[src/rtl/map_load_controller.sv]
// ============================================================================
// map_load_controller : latches difficulty, waits for the map selector, snapshots
// the chosen puzzle and streams 81 cells to board memory over a ready/valid port.
// Optional: MAP_LOAD_MASK_HIDDEN_EN zeroes the digit written for hidden cells.
// Rev 1.0
// ============================================================================
`default_nettype none

module map_load_controller #(
   parameter int SETTLE_CYCLES = 2,
   parameter int NUM_CELLS     = 81
) (
   input  logic                     clk,
   input  logic                     reset,
   input  logic                     start,
   input  logic                     difficulty_in,
   output logic                     sel_difficulty,
   input  logic [4*NUM_CELLS-1:0]   selected_map,
   input  logic [2*NUM_CELLS-1:0]   selected_visibility,
   output logic                     wr_valid,
   input  logic                     wr_ready,
   output logic [6:0]               wr_addr,
   output logic [3:0]               wr_value,
   output logic [1:0]               wr_flags,
   output logic                     busy,
   output logic                     done
);

   typedef enum logic [2:0] {
      IDLE    = 3'd0,
      SELECT  = 3'd1,
      CAPTURE = 3'd2,
      STREAM  = 3'd3,
      DONE    = 3'd4
   } state_t;

   localparam logic [3:0] SETTLE_LAST = 4'(SETTLE_CYCLES - 1);
   localparam logic [6:0] LAST_CELL   = 7'(NUM_CELLS - 1);

   state_t                   state;
   state_t                   state_next;
   logic [3:0]               settle_cnt;
   logic [6:0]               idx;
   logic [4*NUM_CELLS-1:0]   shadow_map;
   logic [2*NUM_CELLS-1:0]   shadow_vis;
   logic [3:0]               cell_digit;
   logic [1:0]               cell_flags;

   always_ff @(posedge clk or posedge reset) begin
      if (reset) begin
         state <= IDLE;
      end else begin
         state <= state_next;
      end
   end

   // Datapath registers; the snapshot isolates the load from the free-running selector.
   always_ff @(posedge clk or posedge reset) begin
      if (reset) begin
         sel_difficulty <= 1'b0;
         settle_cnt     <= 4'd0;
         idx            <= 7'd0;
         shadow_map     <= '0;
         shadow_vis     <= '0;
      end else begin
         case (state)
            IDLE: begin
               if (start) begin
                  sel_difficulty <= difficulty_in;
                  settle_cnt     <= 4'd0;
               end
            end
            SELECT: begin
               settle_cnt <= settle_cnt + 4'd1;
            end
            CAPTURE: begin
               shadow_map <= selected_map;
               shadow_vis <= selected_visibility;
               idx        <= 7'd0;
            end
            STREAM: begin
               if (wr_ready && (idx != LAST_CELL)) begin
                  idx <= idx + 7'd1;
               end
            end
            default: begin
            end
         endcase
      end
   end

   always_comb begin
      cell_digit = shadow_map[{idx, 2'b00} +: 4];
      cell_flags = shadow_vis[{idx, 1'b0} +: 2];
   end

   always_comb begin
      state_next = state;
      wr_valid   = 1'b0;
      wr_addr    = 7'd0;
      wr_value   = 4'd0;
      wr_flags   = 2'b00;
      busy       = 1'b1;
      done       = 1'b0;
      case (state)
         IDLE: begin
            busy = 1'b0;
            if (start) begin
               state_next = SELECT;
            end
         end
         SELECT: begin
            if (settle_cnt == SETTLE_LAST) begin
               state_next = CAPTURE;
            end
         end
         CAPTURE: begin
            state_next = STREAM;
         end
         STREAM: begin
            wr_valid = 1'b1;
            wr_addr  = idx;
            wr_flags = cell_flags;
`ifdef MAP_LOAD_MASK_HIDDEN_EN
            wr_value = cell_flags[0] ? cell_digit : 4'd0;
`else
            wr_value = cell_digit;
`endif
            // Outputs above depend only on state/idx; wr_ready only steers the next state.
            if (wr_ready && (idx == LAST_CELL)) begin
               state_next = DONE;
            end
         end
         DONE: begin
            done       = 1'b1;
            state_next = IDLE;
         end
         default: begin
            state_next = IDLE;
         end
      endcase
   end

endmodule

`default_nettype wire

[config.mk]
export PLATFORM = sky130hd
export DESIGN_NAME = map_load_controller
export DESIGN_NICKNAME = d
export VERILOG_FILES = /design/src/rtl/map_load_controller.sv
export SDC_FILE = /design/constraint.sdc
export NUM_CORES = 1
export LEC_CHECK = 0
export CAP_MARGIN = 20
export CORE_UTILIZATION = 51
export CTS_BUF_LIST = sky130_fd_sc_hd__clkbuf_16
export CTS_CLUSTER_DIAMETER = 200
export DETAILED_ROUTE_END_ITERATION = 7
export PLACE_DENSITY = 0.88
export SLEW_MARGIN = 30
export SYNTH_ARGS = -nofsm -noshare
export SYNTH_HDL_FRONTEND = slang
export SYNTH_SLANG_ARGS = --single-unit
[constraint.sdc]
create_clock -name clk -period 22.4 [get_ports clk]
set_clock_uncertainty 0.15 [all_clocks]
set_input_delay 3.36 -clock clk [delete_from_list [all_inputs] [get_ports clk]]
set_output_delay 3.36 -clock clk [all_outputs]
set_load 0.005 [all_outputs]
-- Word-level counts from Yosys, hierarchy flattened
Index checks and enable logic that the tools add are counted.
- reduce and logical (&&, ||, !) cells: 9
- multiplexer cells: 14
- shift-type cells: 2
- equality and inequality tests: 11
- add/sub/neg operators: 2
- operator list (operator ; count):
    324-bit by 10-bit variable part select with 4-bit output ; 1
    162-bit by 9-bit variable part select with 2-bit output ; 1
    7-bit two-way mux ; 2
    7-bit one-hot mux with 2 select lines ; 1
    3-bit one-hot mux with 4 select lines ; 1
    3-bit two-way mux ; 3
    4-bit two-way mux ; 2
    2-bit inequality test (second input constant) ; 4
    4-bit one-hot mux with 2 select lines ; 1
    7-bit by 1-bit adder with 7-bit output (second input constant) ; 1
    7-bit equality test (second input constant) ; 1
    7-bit inequality test (second input constant) ; 1
    3-bit by 2-bit equality test with 1-bit output (second input constant) ; 2
    2-bit AND reduction ; 3
    4-bit by 1-bit adder with 4-bit output (second input constant) ; 1
    4-bit by 1-bit equality test with 1-bit output (second input constant) ; 1
    2-bit nonzero test ; 2
    3-bit by 1-bit equality test with 1-bit output (second input constant) ; 1
    3-bit equality test (second input constant) ; 1
    3-bit logical NOT ; 1
    1-bit two-way mux ; 3
    3-bit AND reduction ; 1
    1-bit logical AND ; 2
    2-bit two-way mux ; 1
- register bits after elaboration: 501
- word-level logic and storage cells: 44
- output and inout port bits: 17

-- Longest topological paths before layout
Gate-level depths: netlist (run 1).
- depth in word-level cells: 4
- gate-level depth with buffers: 10
- gate-level depth less buffers: 6

-- Least setup slack after synthesis (run 1)
Ideal clock, no wire load.
- kind: register -> output
- from: reg idx[1]
- to: out wr_flags[0]
- stages on the path, launching flop included: 10
- path buffers: 4
- slack: 16.777 ns
- data arrival time: 2.113 ns
- cell sequence: dfrtp_1 -> buf_2 -> buf_2 -> clkbuf_1 -> buf_2 -> mux4_2 -> a22oi_1 -> nand2_1 -> a22oi_1 -> o211ai_1
- word-level cells in the longest chain between the ends: 2
- RTL lines (item ; line ; text):
    start: declaration ; 43 ; logic [6:0] idx;
    start signal: assignment ; 83 ; idx <= idx + 7'd1;
    162-bit by 9-bit variable part select with 2-bit output ; 94 ; cell_flags = shadow_vis[{idx, 1'b0} +: 2];
    2-bit two-way mux ; 105 ; case (state)
    end: declaration ; 24 ; output logic [1:0] wr_flags,
Every way passes these cells.

-- Final worst setup path (run 1)
- from: reg idx[0]
- to: out wr_value[3]
- word-level cells in the longest chain between the ends: 2
- RTL lines (item ; line ; text):
    324-bit by 10-bit variable part select with 4-bit output ; 93 ; cell_digit = shadow_map[{idx, 2'b00} +: 4];
    4-bit two-way mux ; 105 ;
    end: declaration ; 23 ; output logic [3:0] wr_value,
Every way passes these cells.

==> impl_metrics.json, run 1 <==
{
  "timing.rr.start": "idx[0]",
  "hold_class": "register to register",
  "fmax_mhz": 123,
  "core.rowCount": 77,
  "core-area_sq_um": 44200,
  "pwr-share-comb_pct": 22.8,
  "synthTopCellsByArea": "dfrtp_1 55%, mux2_2 25%, mux4_2 9.4%",
  "yosysMostFrequentCell": "dfrtp_1",
  "path_buf_inv": 2,
  "finalWirelength_um": 66700,
  "yosysSeqAreaShare_pct": 54.9,
  "wl_per_cell_um": 25.5,
  "rsz0062_at_grt": "no",
  "cp_cell_sequence": "buf_4, mux4_2, mux4_2, a2bb2oi_1, and3_1, or3_1, clkdlybuf4s50_1",
  "ys_ff_latch": 501,
  "synth_common_cells": "501 x dfrtp_1, 497 x mux2_2, 95 x mux4_2",
  "path_class": "register to output port",
  "post_cts_buffers": 0,
  "antenna_left": 0,
  "die-area_sq_um": 45600,
  "cts_resized": 0,
  "clkPwrFrac_pct": 33.3,
  "root_buffer": "clkbuf_16",
  "area_growth_pct": 31.4,
  "holdWs_ns": 0.353,
  "final.setup.tns_ns": 0,
  "cts_max_level": 2,
  "synthFlopType": "dfrtp_1",
  "path_clk_slew_ns": 0.06,
  "netlist_area_sq_um": 22800,
  "async_flop_share_pct": 100,
  "rrSetupSlack_ns": 18.94,
  "hold_viol_final": 0,
  "powerDensity_nw_per_um2": 82.9,
  "grt_pass1_vias": 16200,
  "cts_buffer_depth": 3,
  "yosysTopAreaCellShare_pct": 54.9,
  "drv_cap": 0,
  "cp_max_fo": 41,
  "period_minus_slack_ns": 8.14,
  "drc_errors": 4,
  "slew_violations": 0,
  "grt_pass1_wl_um": 98000,
  "yosysWarningCount": 0,
  "worstMarginPinSlew_ns": 0.967,
  "critPathLaunchType": "register",
  "routed-via-count": 15300,
  "gp_congestion": 0.863,
  "hold_end": "shadow_map[245]",
  "cts_buffers": 50,
  "synthCells": 1484,
  "intPower_mw": 1.77,
  "final_core_util_pct": 67.9,
  "antenna_found_initial": 33,
  "clk_latency_ns": 0.59,
  "critPathMostFrequentCell": "mux4_2",
  "nNetsFinal": 2450,
  "top_level_ports": 508,
  "syn_avg_cell_area_sq_um": 15.4,
  "regToRegEndpoint": "idx[2]",
  "setup_viol": 0,
  "arrival_ns": 4.63,
  "dr.pass1.iters": 7,
  "failed_checks": "design-rule violations",
  "initial_core_util_pct": 51.7,
  "crit_required_ns": 18.89,
  "status": "finished with violations",
  "grt_overflow": 0,
  "cts_hold_buf": 0,
  "cp_slowest_cell": "dfrtp_4",
  "cpLargestDelayFamily": "buffers and inverters",
  "synth_cell_types": 49,
  "p_seq_share_pct": 44.0,
  "hpwl_um": 47400,
  "setup_slack_ns": 14.26,
  "grt.total_usage_pct": 29.2,
  "slew_headroom_pct": 35.4,
  "synth.net_count": 1979,
  "hold_start": "shadow_map[245]",
  "max_stage_delay_ns": 0.97,
  "cts_sinks": 501,
  "layout-drive-gt1-share_pct": 34.5,
  "synth_largest_area_cell": "dfrtp_1",
  "leakage_nw": 14.0,
  "peakVddDrop_uv": 52.2,
  "drt_iter0_drc": 1056,
  "dieHeight_um": 214,
  "p_sw_mw": 0.716,
  "cts_tree": "yes",
  "synth_edf_count": 0,
  "switching_share_pct": 28.8,
  "worstSetupEndpointType": "output port",
  "period_share_pct": 36.3,
  "port_buffers": 507,
  "grt_max_degree": 204,
  "r2r_cells": 7,
  "holdPathStages": 1,
  "die_w_um": 214,
  "viasPerCell": 5.84,
  "place_ws_ns": 14.79
}
[worst max path at each step]
| stage | to | slack, ns | start | depth (start not counted) |
|---|---|---|---|---|
| global placement | wr_value[3] | 14.82 | idx[0] | 7 |
| detailed placement | wr_value[3] | 14.79 | idx[0] | 7 |
| CTS | wr_value[3] | 14.14 | idx[0] | 7 |
| floorplan | idx[0] | 4.90 | reset | 1 |
| finish | wr_value[3] | 14.26 | idx[0] | 7 |
| global route | wr_value[3] | 14.01 | idx[0] | 7 |
[final cells by class]
class	count	area [sq um]
Clock inverter	40	308
Fill cell	3006	14200
Inverter	9	46.3
Timing Repair Buffer	527	5310
Multi-Input combinational cell	866	9710
Tap cell	592	741
Sequential cell	501	12500
Clock buffer	51	1280
Antenna cell	30	75.1
[logic make-up (layout without fill, tap and decap cells)]
kind of cell | after synthesis | after routing | synth area share [%]
muxes | 651 | 651 | 36.5
DFF | 501 | 501 | 54.9
buffers and inverters | 117 | 627 | 2.66
and+or+nand+nor | 108 | 108 | 2.42
AOI/OAI and AO/OA | 99 | 99 | 3.22
adders and majority gates | 4 | 4 | 0.219
xor gates and xnor gates | 4 | 4 | 0.153
other | 0 | 30 | 0
[registers in the layout, indices dropped and copies added, names as in the netlist]
register and cells:
shadow_map 324, shadow_vis 162, idx 7, settle_cnt 4, state 3, sel_difficulty 1
[layout by cell type (no fill, tap or decap), types with 5 or more instances in the layout]
cell             instances
clkdlybuf4s50_1        507
dfrtp_1                498
mux2_2                 497
mux4_2                  95
mux2i_1                 59
clkbuf_16               51
nand2_1                 33
diode_2                 30
a22oi_1                 26
nor2_1                  20
inv_1                   19
clkinv_1                14
and2_1                  13
buf_4                   12
a21oi_1                  9
a211oi_1                 9
o21ai_0                  9
nand3_1                  8
nor2b_1                  6
a221oi_1                 6
o22ai_1                  6
a2bb2oi_1                6
clkinv_2                 6
o211ai_1                 5
nand4_1                  5
bufinv_16                5
[routing by layer]
metal | GRT usage [%] | share of wire (%) | wire length, um | up-vias
met2 | 45.9 | 49 | 32400 | 618
met4 | 17.3 | 5.3 | 3560 | 6
met1 | 37.3 | 40 | 26400 | 7975
met5 | 0 | 0.061 | 41 | -
met3 | 6.27 | 6.5 | 4340 | 175
li1 | - | - | - | 6513
[through the flow]
step / instances / total power, mW / instance area [sq um]
after floorplan: 1484 / 1.41 / 22800
after global placement: 2493 / 1.65 / 28300
after detailed placement: 2493 / 1.67 / 28300
after CTS: 2584 / 2.50 / 29900
after global routing: 2613 / 2.58 / 30000
final: 2616 / 2.49 / 30000
[power groups by stage]
stage          Sequential, mW  Combinational (mW)  Clock, mW
5_1_grt                  1.10               0.602      0.873
2_1_floorplan            1.04               0.369          0
3_3_place_gp             1.10               0.549          0
4_1_cts                  1.09               0.566      0.838
6_report                 1.09               0.567      0.827
3_5_place_dp             1.11               0.562          0
(Power assumes the default switching activity.)
==> run 2, diff against run 1 <==
==> constraint.sdc (replaced) <==
create_clock -name clk -period 7.66 [get_ports clk]
set_clock_uncertainty 0.15 [all_clocks]
set_input_delay 1.149 -clock clk [delete_from_list [all_inputs] [get_ports clk]]
set_output_delay 1.149 -clock clk [all_outputs]
set_load 0.005 [all_outputs]
==> impl_metrics.json, run 2 (synthesis results as in run 1) <==
{
  "hold_start": "shadow_map[195]",
  "holdPathStages": 1,
  "dieHeight_um": 214,
  "gp_congestion": 0.904,
  "final_common_cell": "clkdlybuf4s50_1",
  "slew_headroom_pct": 34.6,
  "drv_cap": 0,
  "layout_common_cells": "507 x clkdlybuf4s50_1, 498 x dfrtp_1, 497 x mux2_2",
  "leakage_nw": 14.0,
  "multi_input_area_sq_um": 9710,
  "top_register": "shadow_map",
  "wl_per_cell_um": 25.4,
  "failed_checks": "design-rule violations",
  "die-area_sq_um": 45600,
  "cts_buffer_depth": 3,
  "crit_start": "idx[1]",
  "hold_viol_final": 0,
  "die_w_um": 214,
  "layout-drive-gt1-share_pct": 34.7,
  "dr.pass1.iters": 7,
  "hold_class": "register to register",
  "period_minus_slack_ns": 5.62,
  "grt_pass1_wl_um": 97000,
  "worstSetupEndpointType": "output port",
  "initial_core_util_pct": 51.7,
  "rrSetupSlack_ns": 4.38,
  "viasPerCell": 5.82,
  "drc_errors": 4,
  "core.rowCount": 77,
  "cts_hold_buf": 0,
  "port_buffers": 507,
  "rsz0062_at_grt": "no",
  "r2r_cells": 5,
  "final_core_util_pct": 67.9,
  "antenna_found_initial": 18,
  "root_buffer": "clkbuf_16",
  "arrival_ns": 4.32,
  "regToRegEndpoint": "shadow_map[145]",
  "drt_iter0_drc": 1086,
  "slew_violations": 0,
  "reg_top3": "shadow_map x324, shadow_vis x162, idx x7",
  "top_level_ports": 508,
  "antenna_left": 0,
  "finalWirelength_um": 66300,
  "hold_end": "shadow_map[195]",
  "cp_max_fo": 42,
  "largest_reg_flops": 324,
  "post_cts_buffers": 0,
  "holdWs_ns": 0.352,
  "fmax_mhz": 178,
  "grt_max_degree": 197,
  "grt.total_usage_pct": 29.0,
  "timing.rr.start": "state[0]",
  "path_class": "register to output port",
  "grt_overflow": 0,
  "cts_sinks": 501,
  "worstMarginPinSlew_ns": 0.982,
  "cts_tree": "yes",
  "core-area_sq_um": 44200,
  "seq_area_sq_um": 12500,
  "crit_required_ns": 6.36,
  "cts_max_level": 2,
  "clk_latency_ns": 0.59,
  "cts_buffers": 51,
  "path_clk_slew_ns": 0.06,
  "setup_viol": 0,
  "grt_pass1_vias": 16100,
  "hpwl_um": 47600,
  "critPathLaunchType": "register",
  "routed-via-count": 15200,
  "nNetsFinal": 2453,
  "status": "finished with violations",
  "fillers": 2974,
  "cts_resized": 0,
  "powerDensity_nw_per_um2": 241,
  "period_share_pct": 73.4,
  "area_growth_pct": 31.4,
  "peakVddDrop_uv": 145
}
-- run 2: layer usage --
layer  wire length [um]  GRT usage, %  up-vias
met2              32500          46.9      651
met3               4440          6.21      162
li1                   -             -     6513
met4               2990          14.3        2
met5                 14             0        -
met1              26400          37.4     7880
-- run 2: area by class of cell --
| type | count | share of cell area, % |
|---|---|---|
| flip-flops and latches | 501 | 41.8 |
| multi-input cells | 866 | 32.4 |
| repair buffers | 529 | 17.8 |
| clock buffers | 53 | 4.42 |
| well taps | 592 | 2.47 |
| clock inverters | 39 | 0.746 |
| diodes | 25 | 0.208 |
| inverters | 9 | 0.125 |
-- run 2: critical path, stage by stage (launching register included) --
cell and delay, ns:
dfrtp_4 0.70, buf_16 0.31, buf_4 0.51, mux4_2 0.38, mux4_2 0.50, a2bb2oi_1 0.17, and3_1 0.22, or3_1 0.34
clkdlybuf4s50_1 0.56
-- run 2: report_power, final --
part / switching [mW] / internal (mW)
Combinational: 0.809 / 0.907
Sequential: 0.248 / 2.92
Clock: 1.03 / 1.31
-- run 2: through the flow --
step	setup TNS, ns	instances	setup WS, ns	cell area, sq um	power, mW
6_report	0	2614	2.04	30000	7.22
5_1_grt	0	2603	1.90	30000	7.49
4_1_cts	0	2586	1.79	29900	7.23
3_5_place_dp	0	2494	2.46	28300	4.89
3_3_place_gp	0	2494	2.52	28300	4.83
2_1_floorplan	-219.17	1484	-0.437	22800	4.13
-- run 2: how the worst max path moves through the flow --
| stage | cells past startpoint | end | slack (ns) |
|---|---|---|---|
| finish | 8 | wr_value[3] | 2.04 |
| global route | 6 | wr_value[3] | 1.90 |
| detailed placement | 7 | wr_value[3] | 2.46 |
| global placement | 7 | wr_value[3] | 2.52 |
| CTS | 7 | wr_value[3] | 1.79 |
| floorplan | 1 | idx[0] | -0.44 |
==> run 3, diff against run 2 <==
==> constraint.sdc (replaced) <==
create_clock -name clk -period 5.55 [get_ports clk]
set_clock_uncertainty 0.15 [all_clocks]
set_input_delay 0.8325 -clock clk [delete_from_list [all_inputs] [get_ports clk]]
set_output_delay 0.8325 -clock clk [all_outputs]
set_load 0.005 [all_outputs]
==> impl_metrics.json, run 3 (synthesis results as in run 1) <==
{
  "period_minus_slack_ns": 5.07,
  "port_buffers": 507,
  "final.setup.tns_ns": 0,
  "holdWs_ns": 0.351,
  "total_power_mw": 10.3,
  "crit_required_ns": 4.57,
  "largest_reg_flops": 324,
  "peakVddDrop_uv": 269,
  "viasPerCell": 5.85,
  "die_w_um": 214,
  "die-area_sq_um": 45600,
  "gp_congestion": 0.906,
  "hold_class": "register to register",
  "grt.total_usage_pct": 29.8,
  "fmax_mhz": 197,
  "cts_buffers": 52,
  "grt_use_met2_pct": 48.0,
  "status": "finished with violations",
  "drv_cap": 0,
  "cts_tree": "yes",
  "core-area_sq_um": 44200,
  "finalWirelength_um": 67600,
  "grt_overflow": 0,
  "hpwl_um": 48900,
  "hold_viol_final": 0,
  "p_sw_mw": 2.93,
  "use_met3_pct": 6.14,
  "path_clk_slew_ns": 0.06,
  "initial_core_util_pct": 51.7,
  "cp_max_fo": 53,
  "area_growth_pct": 32.2,
  "cts_hold_buf": 0,
  "leakage_nw": 14.0,
  "antenna_left": 0,
  "worstSetupEndpointType": "output port",
  "grt_max_degree": 136,
  "p_seq_share_pct": 43.0,
  "antenna_found_initial": 17,
  "grt_pass1_vias": 16500,
  "pwr-share-comb_pct": 22.8,
  "cts_resized": 0,
  "path_class": "register to output port",
  "powerDensity_nw_per_um2": 340,
  "clk_latency_ns": 0.58,
  "worstMarginPinSlew_ns": 0.891,
  "core.rowCount": 77,
  "nNetsFinal": 2457,
  "arrival_ns": 4.09,
  "switching_share_pct": 28.5,
  "cts_sinks": 501,
  "grt_pass1_wl_um": 100000,
  "layout-drive-gt1-share_pct": 35.0,
  "root_buffer": "clkbuf_16",
  "cts_max_level": 2,
  "grt_busiest_layer": "met2",
  "rsz0062_at_grt": "no",
  "routed-via-count": 15300,
  "drc_errors": 4,
  "final_core_util_pct": 68.3,
  "cts_buffer_depth": 3,
  "top_register": "shadow_map",
  "layout_common_cells": "507 x clkdlybuf4s50_1, 498 x dfrtp_1, 497 x mux2_2",
  "reg_top3": "shadow_map x324, shadow_vis x162, idx x7",
  "period_share_pct": 91.4,
  "grtUsageMet1_pct": 38.4,
  "top_level_ports": 508,
  "wl_per_cell_um": 25.9,
  "critPathLaunchType": "register",
  "intPower_mw": 7.33,
  "failed_checks": "design-rule violations",
  "setup_viol": 0,
  "slew_violations": 0,
  "dr.pass1.iters": 7,
  "clkPwrFrac_pct": 34.2,
  "drt_iter0_drc": 1266,
  "slew_headroom_pct": 40.6,
  "final_common_cell": "clkdlybuf4s50_1",
  "post_cts_buffers": 0,
  "dieHeight_um": 214
}
run 3: changes by cell type in the layout (fill, tap and decap cells not counted), sizes merged:
cell	change
diode	-8
inv	-6
bufinv	+5
buf	+3
clkinv	+2
clkinvlp	+2
run 3: final timing paths:
| kind | startpoint | end | slack [ns] | cells after the start |
|---|---|---|---|---|
| setup / recovery | idx[1] | wr_value[3] | 0.48 | 7 |
| hold / removal | shadow_map[173] | shadow_map[173] | 0.35 | 1 |
| setup reg to reg | idx[1] | idx[5] | 2.17 | 7 |
| hold reg to reg | shadow_map[173] | shadow_map[173] | 0.35 | 1 |
| max in group asynchronous | reset | shadow_map[26] | 3.43 | 3 |
| min in group asynchronous | reset | shadow_vis[87] | 0.63 | 2 |
run 3: routing by layer:
layer	vias up	share of wire (%)	routed length [um]
li1	6495	-	-
met1	7913	39	26700
met2	689	49	32800
met3	190	7.0	4720
met4	2	5.0	3380
met5	-	0.019	13
run 3: power by group through the flow:
stage	clock [mW]	combinational, mW	sequential [mW]
after floorplan	0	1.49	4.21
after global placement	0	2.23	4.43
after detailed placement	0	2.30	4.46
after CTS	3.56	2.33	4.40
after global routing	3.72	2.46	4.45
final	3.51	2.34	4.41
run 3: per-stage QoR:
| stage | std cells | worst slack (ns) | area (sq um) |
|---|---|---|---|
| finish | 2612 | 0.479 | 30200 |
| global route | 2608 | 0.339 | 30200 |
| CTS | 2595 | 0.515 | 30200 |
| detailed placement | 2500 | 1.16 | 28500 |
| global placement | 2499 | 1.23 | 28400 |
| floorplan | 1484 | -2.23 | 22800 |
run 3: final cells by class:
cell class	instances	area, sq um
antenna	17	42.5
tap	592	741
timing repair buffer	532	5420
sequential	501	12500
clock buffer	53	1330
clock inverter	42	368
multi-input combinational	866	9720
inverter	9	37.5
fill	2908	14000
run 3: critical path, cell delays in order (launching register included):
cell and delay (ns):
dfrtp_4 0.98, buf_4 0.36, or3b_2 0.61, o22ai_1 0.26, a211oi_1 0.08, a221oi_1 0.44, or3_1 0.17, clkdlybuf4s50_1 0.59
